**src/rtl/uart_tx_arbiter.sv**
```systemverilog
// Round-robin arbiter sharing one 8N1 UART transmitter between NUM_REQ byte producers.
// Optional build macro UART_ARB_ID_PREFIX_EN sends a {4'hA, grant_id} header before each byte.
module uart_tx_arbiter #(
  parameter int unsigned NUM_REQ = 4,
  parameter int unsigned ID_W    = 2
) (
  input  logic                 clk,
  input  logic                 rst,
  input  logic [NUM_REQ-1:0]   req_valid,
  input  logic [8*NUM_REQ-1:0] req_data,
  output logic [NUM_REQ-1:0]   req_ready,
  output logic [7:0]           tx_data,
  output logic                 tx_start,
  input  logic                 tx_busy,
  output logic [ID_W-1:0]      grant_id,
  output logic                 arb_busy
);

  typedef enum logic [1:0] {
    StIdle,
    StStart,
    StWaitHi,
    StWaitLo
  } state_e;

  state_e          state_q, state_d;
  logic [7:0]      tx_data_q, tx_data_d;
  logic [ID_W-1:0] grant_id_q, grant_id_d;
  logic [ID_W-1:0] rr_ptr_q, rr_ptr_d;
  logic            hi_wait_q, hi_wait_d;
`ifdef UART_ARB_ID_PREFIX_EN
  logic [7:0]      payload_q, payload_d;
  logic            hdr_q, hdr_d;
`endif

  logic               found;
  logic [ID_W-1:0]    pick;
  logic [7:0]         pick_byte;
  logic [NUM_REQ-1:0] valid_sh;
  int unsigned        idx;

  // Search starts just after the last winner; the last winner itself is tried last.
  always_comb begin
    found     = 1'b0;
    pick      = '0;
    pick_byte = 8'h00;
    valid_sh  = '0;
    idx       = 0;
    for (int unsigned k = 1; k <= NUM_REQ; k++) begin
      idx      = (32'(rr_ptr_q) + k) % NUM_REQ;
      valid_sh = req_valid >> idx;
      if (!found && valid_sh[0]) begin
        found     = 1'b1;
        pick      = ID_W'(idx);
        pick_byte = 8'(req_data >> (8 * idx));
      end
    end
  end

  always_comb begin
    state_d    = state_q;
    tx_data_d  = tx_data_q;
    grant_id_d = grant_id_q;
    rr_ptr_d   = rr_ptr_q;
    hi_wait_d  = hi_wait_q;
`ifdef UART_ARB_ID_PREFIX_EN
    payload_d  = payload_q;
    hdr_d      = hdr_q;
`endif
    req_ready  = '0;
    tx_start   = 1'b0;

    unique case (state_q)
      StIdle: begin
        // No handshake while rst is high: the accepted byte would be lost at the edge.
        if (found && !rst) begin
          req_ready  = NUM_REQ'(1) << pick;
          grant_id_d = pick;
          rr_ptr_d   = pick;
`ifdef UART_ARB_ID_PREFIX_EN
          tx_data_d  = {4'hA, 4'(pick)};
          payload_d  = pick_byte;
          hdr_d      = 1'b1;
`else
          tx_data_d  = pick_byte;
`endif
          state_d    = StStart;
        end
      end
      StStart: begin
        if (!tx_busy && !rst) begin
          tx_start  = 1'b1;
          hi_wait_d = 1'b0;
          state_d   = StWaitHi;
        end
      end
      StWaitHi: begin
        // UART missed the pulse: give it two cycles, then pulse again.
        if (tx_busy) begin
          state_d = StWaitLo;
        end else if (hi_wait_q) begin
          state_d = StStart;
        end else begin
          hi_wait_d = 1'b1;
        end
      end
      StWaitLo: begin
        if (!tx_busy) begin
`ifdef UART_ARB_ID_PREFIX_EN
          if (hdr_q) begin
            hdr_d     = 1'b0;
            tx_data_d = payload_q;
            state_d   = StStart;
          end else begin
            state_d = StIdle;
          end
`else
          state_d = StIdle;
`endif
        end
      end
      default: state_d = StIdle;
    endcase
  end

  always_ff @(posedge clk) begin
    if (rst) begin
      state_q    <= StIdle;
      tx_data_q  <= 8'h00;
      grant_id_q <= '0;
      rr_ptr_q   <= ID_W'(NUM_REQ - 1);
      hi_wait_q  <= 1'b0;
`ifdef UART_ARB_ID_PREFIX_EN
      payload_q  <= 8'h00;
      hdr_q      <= 1'b0;
`endif
    end else begin
      state_q    <= state_d;
      tx_data_q  <= tx_data_d;
      grant_id_q <= grant_id_d;
      rr_ptr_q   <= rr_ptr_d;
      hi_wait_q  <= hi_wait_d;
`ifdef UART_ARB_ID_PREFIX_EN
      payload_q  <= payload_d;
      hdr_q      <= hdr_d;
`endif
    end
  end

  assign tx_data  = tx_data_q;
  assign grant_id = grant_id_q;
  assign arb_busy = (state_q != StIdle);

endmodule

```
**config.mk**
```make
export PLATFORM = sky130hd
export DESIGN_NAME = uart_tx_arbiter
export DESIGN_NICKNAME = d
export VERILOG_FILES = /design/src/rtl/uart_tx_arbiter.sv
export SDC_FILE = /design/constraint.sdc
export NUM_CORES = 1
export LEC_CHECK = 0
export BUFFER_PORTS_ARGS = -buffer_cell sky130_fd_sc_hd__buf_2
export CELL_PAD_IN_SITES_DETAIL_PLACEMENT = 2
export CELL_PAD_IN_SITES_GLOBAL_PLACEMENT = 2
export CORE_MARGIN = 1.5
export CORE_UTILIZATION = 30
export CTS_CLUSTER_DIAMETER = 50
export DETAILED_ROUTE_END_ITERATION = 7
export HOLD_SLACK_MARGIN = 0.06
export PLACE_DENSITY_LB_ADDON = 0.05
export SKIP_CTS_REPAIR_TIMING = 1
export SYNTH_ARGS = -nofsm -noshare
export SYNTH_HDL_FRONTEND = slang
export SYNTH_SLANG_ARGS = --single-unit
export TNS_END_PERCENT = 20
```
**constraint.sdc**
```tcl
create_clock -name clk -period 2 [get_ports clk]
set_input_delay 0.3 -clock clk [delete_from_list [all_inputs] [get_ports clk]]
set_output_delay 0.3 -clock clk [all_outputs]
set_load 0.05 [all_outputs]
```
==> results of run 1 <==
cell usage in the layout, fill, tap and decap left out, drive strengths merged, types with 5 or more instances in the layout:
| cell | synthesis | final |
|---|---|---|
| inv | 6 | 6 |
| buf | 16 | 83 |
| o32ai | 7 | 7 |
| a21oi | 14 | 14 |
| nand2 | 16 | 16 |
| a211o | 5 | 5 |
| dfxtp | 15 | 15 |
| a21boi | 6 | 6 |
| a211oi | 10 | 10 |
| nor2 | 23 | 23 |
| mux2 | 14 | 14 |
| o22ai | 9 | 9 |
| o21ai | 5 | 5 |
| a32o | 5 | 5 |
| mux2i | 12 | 12 |
| a22oi | 9 | 9 |
| a222oi | 6 | 6 |
flip-flops by register name, indices dropped and copies added, names as in the netlist:
name       cells
rr_ptr_q       2
state_q        2
hi_wait_q      1
grant_id       2
tx_data        8
logic make-up after synthesis:
family	share of synthesized area [%]
DFF	16.1
AOI/OAI and AO/OA	40.7
muxes	15.3
buffers and inverters	9.01
and+or+nand+nor	18.8
per-layer routing:
metal / GRT usage [%] / share of wire (%) / up-vias
li1: - / - / 1020
met1: 29.7 / 47 / 1057
met2: 37.4 / 48 / 51
met5: 0 / 0 / -
met4: 5.93 / 1.3 / 0
met3: 1.78 / 3.7 / 6
final cells by class:
class	instances	area, um2
multi-input combinational	183	1430
tap	75	93.8
inverter	6	22.5
sequential	15	305
timing repair buffer	83	547
clock buffer	4	45.0
fill	715	3510
critical path, cell delays in order (launching register included):
cell      delay (ns)
dfxtp_4         0.40
or3b_4          0.45
o221ai_2        0.12
and3_1          0.22
buf_4           0.20
worst paths after layout:
check                               endpoint  cells past startpoint
worst max-delay path            req_ready[3]                      4
worst min register to register   grant_id[1]                      2
worst max register to register    tx_data[7]                      5
worst min-delay path              state_q[0]                      3
metrics by stage:
step	area (um2)	hold slack (ns)	total power, mW	setup WS, ns
finish	2440	0.376	1.57	0.0556
global route	2440	0.377	1.67	-0.0537
CTS	2380	0.370	1.55	-0.211
detailed placement	2330	0.459	1.28	-0.0534
global placement	2330	0.447	1.26	0.0163
floorplan	1860	0.467	1.00	-0.187
power by group:
| part | internal [mW] | switching [mW] | leakage [nW] | total [mW] |
|---|---|---|---|---|
| sequential | 0.342 | 0.0400 | 0.124 | 0.382 |
| clock | 0.141 | 0.124 | 0.0228 | 0.266 |
| combinational | 0.383 | 0.535 | 0.957 | 0.918 |
| total | 0.866 | 0.700 | 1.10 | 1.57 |
==> flow_summary.toml, run 1 <==
[critical_path]
worstSetupStartpoint = "rr_ptr_q[1]"
crit_path_start_kind = "flip-flop"
end_kind = "output pin"
reg2reg_slack_ns = 0.19
crit_fanout = 11
r2r-start = "rr_ptr_q[1]"
required_ns = 1.70
cp.arrival_ns = 1.64
path_class = "reg -> out"

[grt]
antenna_found_initial = 0
grt_pass1_vias = 2157
overflow = 0
groute.usage.overall_pct = 22.0
grt_pass1_wl_um = 11200
grt_max_degree = 23

[placement]
hpwl_um = 5430
io_buffers = 54
dp.cells = 361
place_congestion = 0.790

[timing]
period_minus_slack_ns = 1.94
slew_headroom_pct = 66.3
timing.fmax_mhz = 514
finalSetupTns_ns = 0
tightest_slew_ns = 0.505
hold_violations = 0
slew_violations = 0
setup_viol = 0
min_period_over_period_pct = 97.2
finClkSkew_ns = 0.00773

[final_layout]
instances_no_fill = 366
nNetsFinal = 331
final_util_pct = 41.1
diodes = 0
syn2layout_area_growth_pct = 31.4
drive_above_1_share_pct = 43.6

[logic_synthesis]
synth_top_cells_by_count = "nor2_1, nand2_1, dfxtp_1, a21oi_1, mux2_2"
ys_types = 51
ys_warn_count = 0
synthTopCellsByArea = "dfxtp_1, mux2_2, mux2i_1, o32ai_2, nor2_1"
avgSynthCellArea_um2 = 8.23
synth_top_area_share_pct = 16.1
yosysTopAreaCell = "dfxtp_1"
netlist_area_um2 = 1860
synth_seq_cells = 15
async_reset_ff_share_pct = 0
netlist_instances = 226
synth_nets = 265
synth.most_common_cell = "nor2_1"
synth-seq-area-share_pct = 16.1
ys.flop_type = "dfxtp_1"
synth_edf_count = 0

[floorplan]
start_util_pct = 31.2
die_width_um = 81.8
rows = 28
die_area_um2 = 6680
core_area_um2 = 5960
io_pins = 55
fp.dieH_um = 81.8

[clocking]
clk_pin_slew_ns = 0.07
cts_tree = "done"
root_buffer = "clkbuf_8"
clock_latency_ns = 0.25
cts_buffers = 3
cts_htree_levels = 1
clock_path_buffers = 2
clock_sink_count = 15

[pwr]
irDropWorstVdd_uv = 271
power_density_nw_per_um2 = 640
power_leakage_nw = 1.10

[drt]
drtPass1Iterations = 4
ant_nets = 0
routed-via-count = 2134
drtIter0Drc = 60
drc = 0
wl_per_cell_um = 19.6
drt_wl_total_um = 7190
vias_per_cell = 5.83

[job]
cap_violations = 0

[status]
status = "finished, final reports clean"

[hold_path]
hp-start = "tx_busy"
hp-class = "in -> reg"
(Power assumes the default switching activity.)
==> run 2, diff against run 1 <==
--- a/config.mk
+++ b/config.mk
@@ -14,6 +14,7 @@
 export DETAILED_ROUTE_END_ITERATION = 7
 export HOLD_SLACK_MARGIN = 0.06
 export PLACE_DENSITY_LB_ADDON = 0.05
+export SETUP_SLACK_MARGIN = 0.4
 export SKIP_CTS_REPAIR_TIMING = 1
 export SYNTH_ARGS = -nofsm -noshare
 export SYNTH_HDL_FRONTEND = slang
==> run 2 against run 1 <==
Combinational power is 6.9% higher. Sequential power hardly changed. Total power grew 4.2%. Worst hold slack worse by 0.0010 ns. Flip-flop and latch count did not move. Die area stayed put. Register-to-register slack lost 0.03 ns. Critical endpoint is now req_ready[1]. Highest routed layer unchanged.
==> flow_summary.toml, run 2 (synthesis results as in run 1) <==
[clocking]
cts_tree = "done"
clock_path_buffers = 2
root_buffer = "clkbuf_8"
clk_pin_slew_ns = 0.07
cts_htree_levels = 1
clock_sink_count = 15
clock_latency_ns = 0.26
cts_buffers = 3

[drt]
wl_per_cell_um = 20.0
drtPass1Iterations = 6
vias_per_cell = 5.79
drc = 0
drt_wl_total_um = 7340
drtIter0Drc = 65
ant_nets = 0
routed-via-count = 2120

[critical_path]
crit_path_start_kind = "flip-flop"
r2r_cells = 7
crit_fanout = 8
end_kind = "output pin"
cp.arrival_ns = 1.59
required_ns = 1.70
path_class = "reg -> out"

[floorplan]
rows = 28
core_area_um2 = 5960
start_util_pct = 31.2
io_pins = 55
die_width_um = 81.8
die_area_um2 = 6680
fp.dieH_um = 81.8

[timing]
period_minus_slack_ns = 1.89
tightest_slew_ns = 0.474
timing.final.ws_setup_ns = 0.106
rsz0062_at_grt = "true"
slew_headroom_pct = 68.3
min_period_over_period_pct = 94.7
setup_viol = 0
finClkSkew_ns = 0.00653
slew_violations = 0
holdWs_ns = 0.375
hold_violations = 0
finalSetupTns_ns = 0
timing.fmax_mhz = 528

[placement]
placed_area_um2 = 2380
hpwl_um = 5430
io_buffers = 54
place_ws_ns = -0.0155
place_congestion = 0.839

[hold_path]
hp-class = "in -> reg"
hold_depth = 3

[grt]
grt_pass1_vias = 2178
grt_max_degree = 22
overflow = 0
antenna_found_initial = 0
groute.usage.overall_pct = 22.1
grt_pass1_wl_um = 11200

[pwr]
irDropWorstVdd_uv = 242
power_density_nw_per_um2 = 637
power_leakage_nw = 1.12

[final_layout]
nNetsFinal = 331
design_area_um2 = 2560
largest_register_ffs = 8
mostFrequentLayoutCells = "buf_2, buf_4, nor2_1"
diodes = 0
syn2layout_area_growth_pct = 37.6
drive_above_1_share_pct = 46.4
final_common_cell = "buf_2"

[job]
cap_violations = 0

[status]
status = "finished, final reports clean"
-- run 2: cell types whose count changed in the layout (fill, tap and decap cells not counted), moves of 2 or more --
cell / previous run / this run
o21ai_1: 0 / 2
buf_4: 27 / 25
o21ai_0: 5 / 3
nor2_4: 0 / 3
nand2b_1: 3 / 1
nor2_1: 22 / 19
-- run 2: critical path, cell delays in order (launching register included) --
cell and delay (ns):
dfxtp_4 0.38, and2_4 0.19, o32ai_4 0.25, a21oi_4 0.08, nand2b_4 0.18, nor2b_4 0.11
buf_6 0.16
-- run 2: stage by stage --
stage / power [mW] / util [%] / std cells
final: 1.63 / 43.0 / 366
after global routing: 1.73 / 43.0 / 366
after CTS: 1.59 / 40.7 / 360
after detailed placement: 1.31 / 40.0 / 356
after global placement: 1.30 / 40.0 / 356
after floorplan: 1.05 / - / 226
-- run 2: path summary, 6_finish.rpt --
| check | from | to | slack [ns] |
|---|---|---|---|
| max reg2reg | rr_ptr_q[1] | tx_data[7] | 0.16 |
| min | tx_busy | state_q[0] | 0.38 |
| max | rr_ptr_q[1] | req_ready[1] | 0.11 |
| min reg2reg | grant_id[1] | grant_id[1] | 0.48 |
-- run 2: layer usage --
layer  GRT usage [%]  routed length (um)
met5               0                   0
met4            5.59                  29
met1            30.5                3390
met2            37.1                3690
met3            1.44                 222
-- run 2: area by class of cell --
cell class / instances / area [um2]
Clock buffer: 4 / 45.0
Fill cell: 702 / 3400
Inverter: 6 / 22.5
Timing Repair Buffer: 83 / 567
Multi-Input combinational cell: 183 / 1520
Sequential cell: 15 / 308
Tap cell: 75 / 93.8
-- run 2: power breakdown --
group          leakage (nW)  internal, mW  switching [mW]
registers             0.124         0.342          0.0388
clock network        0.0228         0.142           0.128
logic                 0.976         0.414           0.567
==> run 3, diff against run 2 <==
--- a/config.mk
+++ b/config.mk
@@ -5,7 +5,7 @@
 export SDC_FILE = /design/constraint.sdc
 export NUM_CORES = 1
 export LEC_CHECK = 0
-export BUFFER_PORTS_ARGS = -buffer_cell sky130_fd_sc_hd__buf_2
+export BUFFER_PORTS_ARGS = -buffer_cell sky130_fd_sc_hd__buf_4
 export CELL_PAD_IN_SITES_DETAIL_PLACEMENT = 2
 export CELL_PAD_IN_SITES_GLOBAL_PLACEMENT = 2
 export CORE_MARGIN = 1.5
==> constraint.sdc (replaced) <==
create_clock -name clk -period 2 [get_ports clk]
set_input_delay 0.3 -clock clk [delete_from_list [all_inputs] [get_ports clk]]
set_output_delay 0.3 -clock clk [all_outputs]
set_load 0.1 [all_outputs]
==> run 3 against run 2 <==
Final area grew 7.3%. Via count increased by 1.1%. Critical path type unchanged. First-iteration DRC count rose by 43%. Sequential share of layout area decreased by 0.82 points. Register-to-register slack lost 0.03 ns. Largest power group unchanged. Largest cell class unchanged.
==> flow_summary.toml, run 3 (synthesis results as in run 1) <==
[status]
status = "finished, final reports clean"

[grt]
groute.usage.overall_pct = 22.8
grt_pass1_wl_um = 11400
grt_max_degree = 35
overflow = 0
antenna_found_initial = 0
grt_pass1_vias = 2142

[clocking]
clock_latency_ns = 0.25
clock_path_buffers = 2
clk_pin_slew_ns = 0.06
cts_htree_levels = 1
root_buffer = "clkbuf_8"
clock_sink_count = 15
cts_buffers = 3
cts_tree = "done"

[timing]
min_period_over_period_pct = 96.5
period_minus_slack_ns = 1.93
slew_violations = 0
tightest_slew_ns = 0.486
hold_violations = 0
timing.fmax_mhz = 518
rsz0062_at_grt = "true"
holdWs_ns = 0.359
setup_viol = 0
finClkSkew_ns = 0.00121
slew_headroom_pct = 67.5

[placement]
dp.cells = 354
place_congestion = 0.747
hpwl_um = 5330
io_buffers = 54

[critical_path]
crit_path_start_kind = "flip-flop"
cp.arrival_ns = 1.63
cp_slowest_cell = "dfxtp_4"
cpLargestDelayFamily = "simple AND/OR/NAND/NOR gates"
crit_fanout = 6
crit_path_max_incr_delay_ns = 0.37
critPathBufInv = 2
path_class = "reg -> out"
critical_path.cell_chain = "buf_6, nor2b_4, nor2_2, o221ai_4, and3_4, buf_12"
required_ns = 1.70
end_kind = "output pin"

[floorplan]
io_pins = 55
die_width_um = 81.8
start_util_pct = 31.2
core_area_um2 = 5960
rows = 28
fp.dieH_um = 81.8
die_area_um2 = 6680

[job]
cap_violations = 0

[drt]
wl_per_cell_um = 21.5
drc = 0
drt_wl_total_um = 7890
drtPass1Iterations = 4
ant_nets = 0
drtIter0Drc = 93
vias_per_cell = 5.84
routed-via-count = 2143

[final_layout]
mostFrequentLayoutCells = "buf_4, nor2_1, nand2_1"
drive_above_1_share_pct = 46.6
syn2layout_area_growth_pct = 47.6
num-fill-cells = 669
largest_register_ffs = 8
nNetsFinal = 332
final_common_cell = "buf_4"
diodes = 0
instances_no_fill = 367

[pwr]
power_leakage_nw = 1.19
power_density_nw_per_um2 = 675
irDropWorstVdd_uv = 293

[hold_path]
hp-class = "in -> reg"
[run 3: path summary, 6_finish.rpt]
kind                             startpoint           end  slack (ns)  cells after the start
worst min-delay path                    rst    tx_data[0]        0.36                      2
worst min register to register  grant_id[1]   grant_id[1]        0.49                      2
worst max register to register  rr_ptr_q[1]    tx_data[3]        0.13                      8
worst max-delay path            rr_ptr_q[1]  req_ready[3]        0.07                      6
[run 3: layout make-up]
| type | instances | area (um2) | share of cell area, % |
|---|---|---|---|
| tap | 75 | 93.8 | 3.42 |
| timing repair buffer | 84 | 754 | 27.5 |
| inverter | 6 | 22.5 | 0.820 |
| multi-input combinational | 183 | 1520 | 55.4 |
| clock buffer | 4 | 45.0 | 1.64 |
| sequential | 15 | 308 | 11.2 |
[run 3: metrics by stage]
stage	setup slack (ns)	cell area, um2	util (%)	setup TNS [ns]	power (mW)
CTS	-0.249	2540	42.7	-0.855	1.76
global placement	0.0455	2500	42.0	0	1.48
finish	0.0701	2750	46.1	0	1.85
detailed placement	-0.0499	2500	42.0	-0.0966	1.50
floorplan	0.0656	1960	-	0	1.20
global route	0.0241	2750	46.1	0	1.95
[run 3: power by group]
part	total (mW)	switching (mW)	internal, mW	leakage (nW)
logic	1.22	0.738	0.478	1.04
registers	0.382	0.0402	0.342	0.124
clock network	0.256	0.114	0.142	0.0228
total	1.85	0.892	0.962	1.19
[run 3: routing by layer]
metal	part of all wire [%]	vias up	global-route usage, %
li1	-	1018	-
met4	1.2	0	5.93
met1	48	1070	32.6
met3	2.2	10	2.00
met2	48	45	36.3
met5	0	-	0
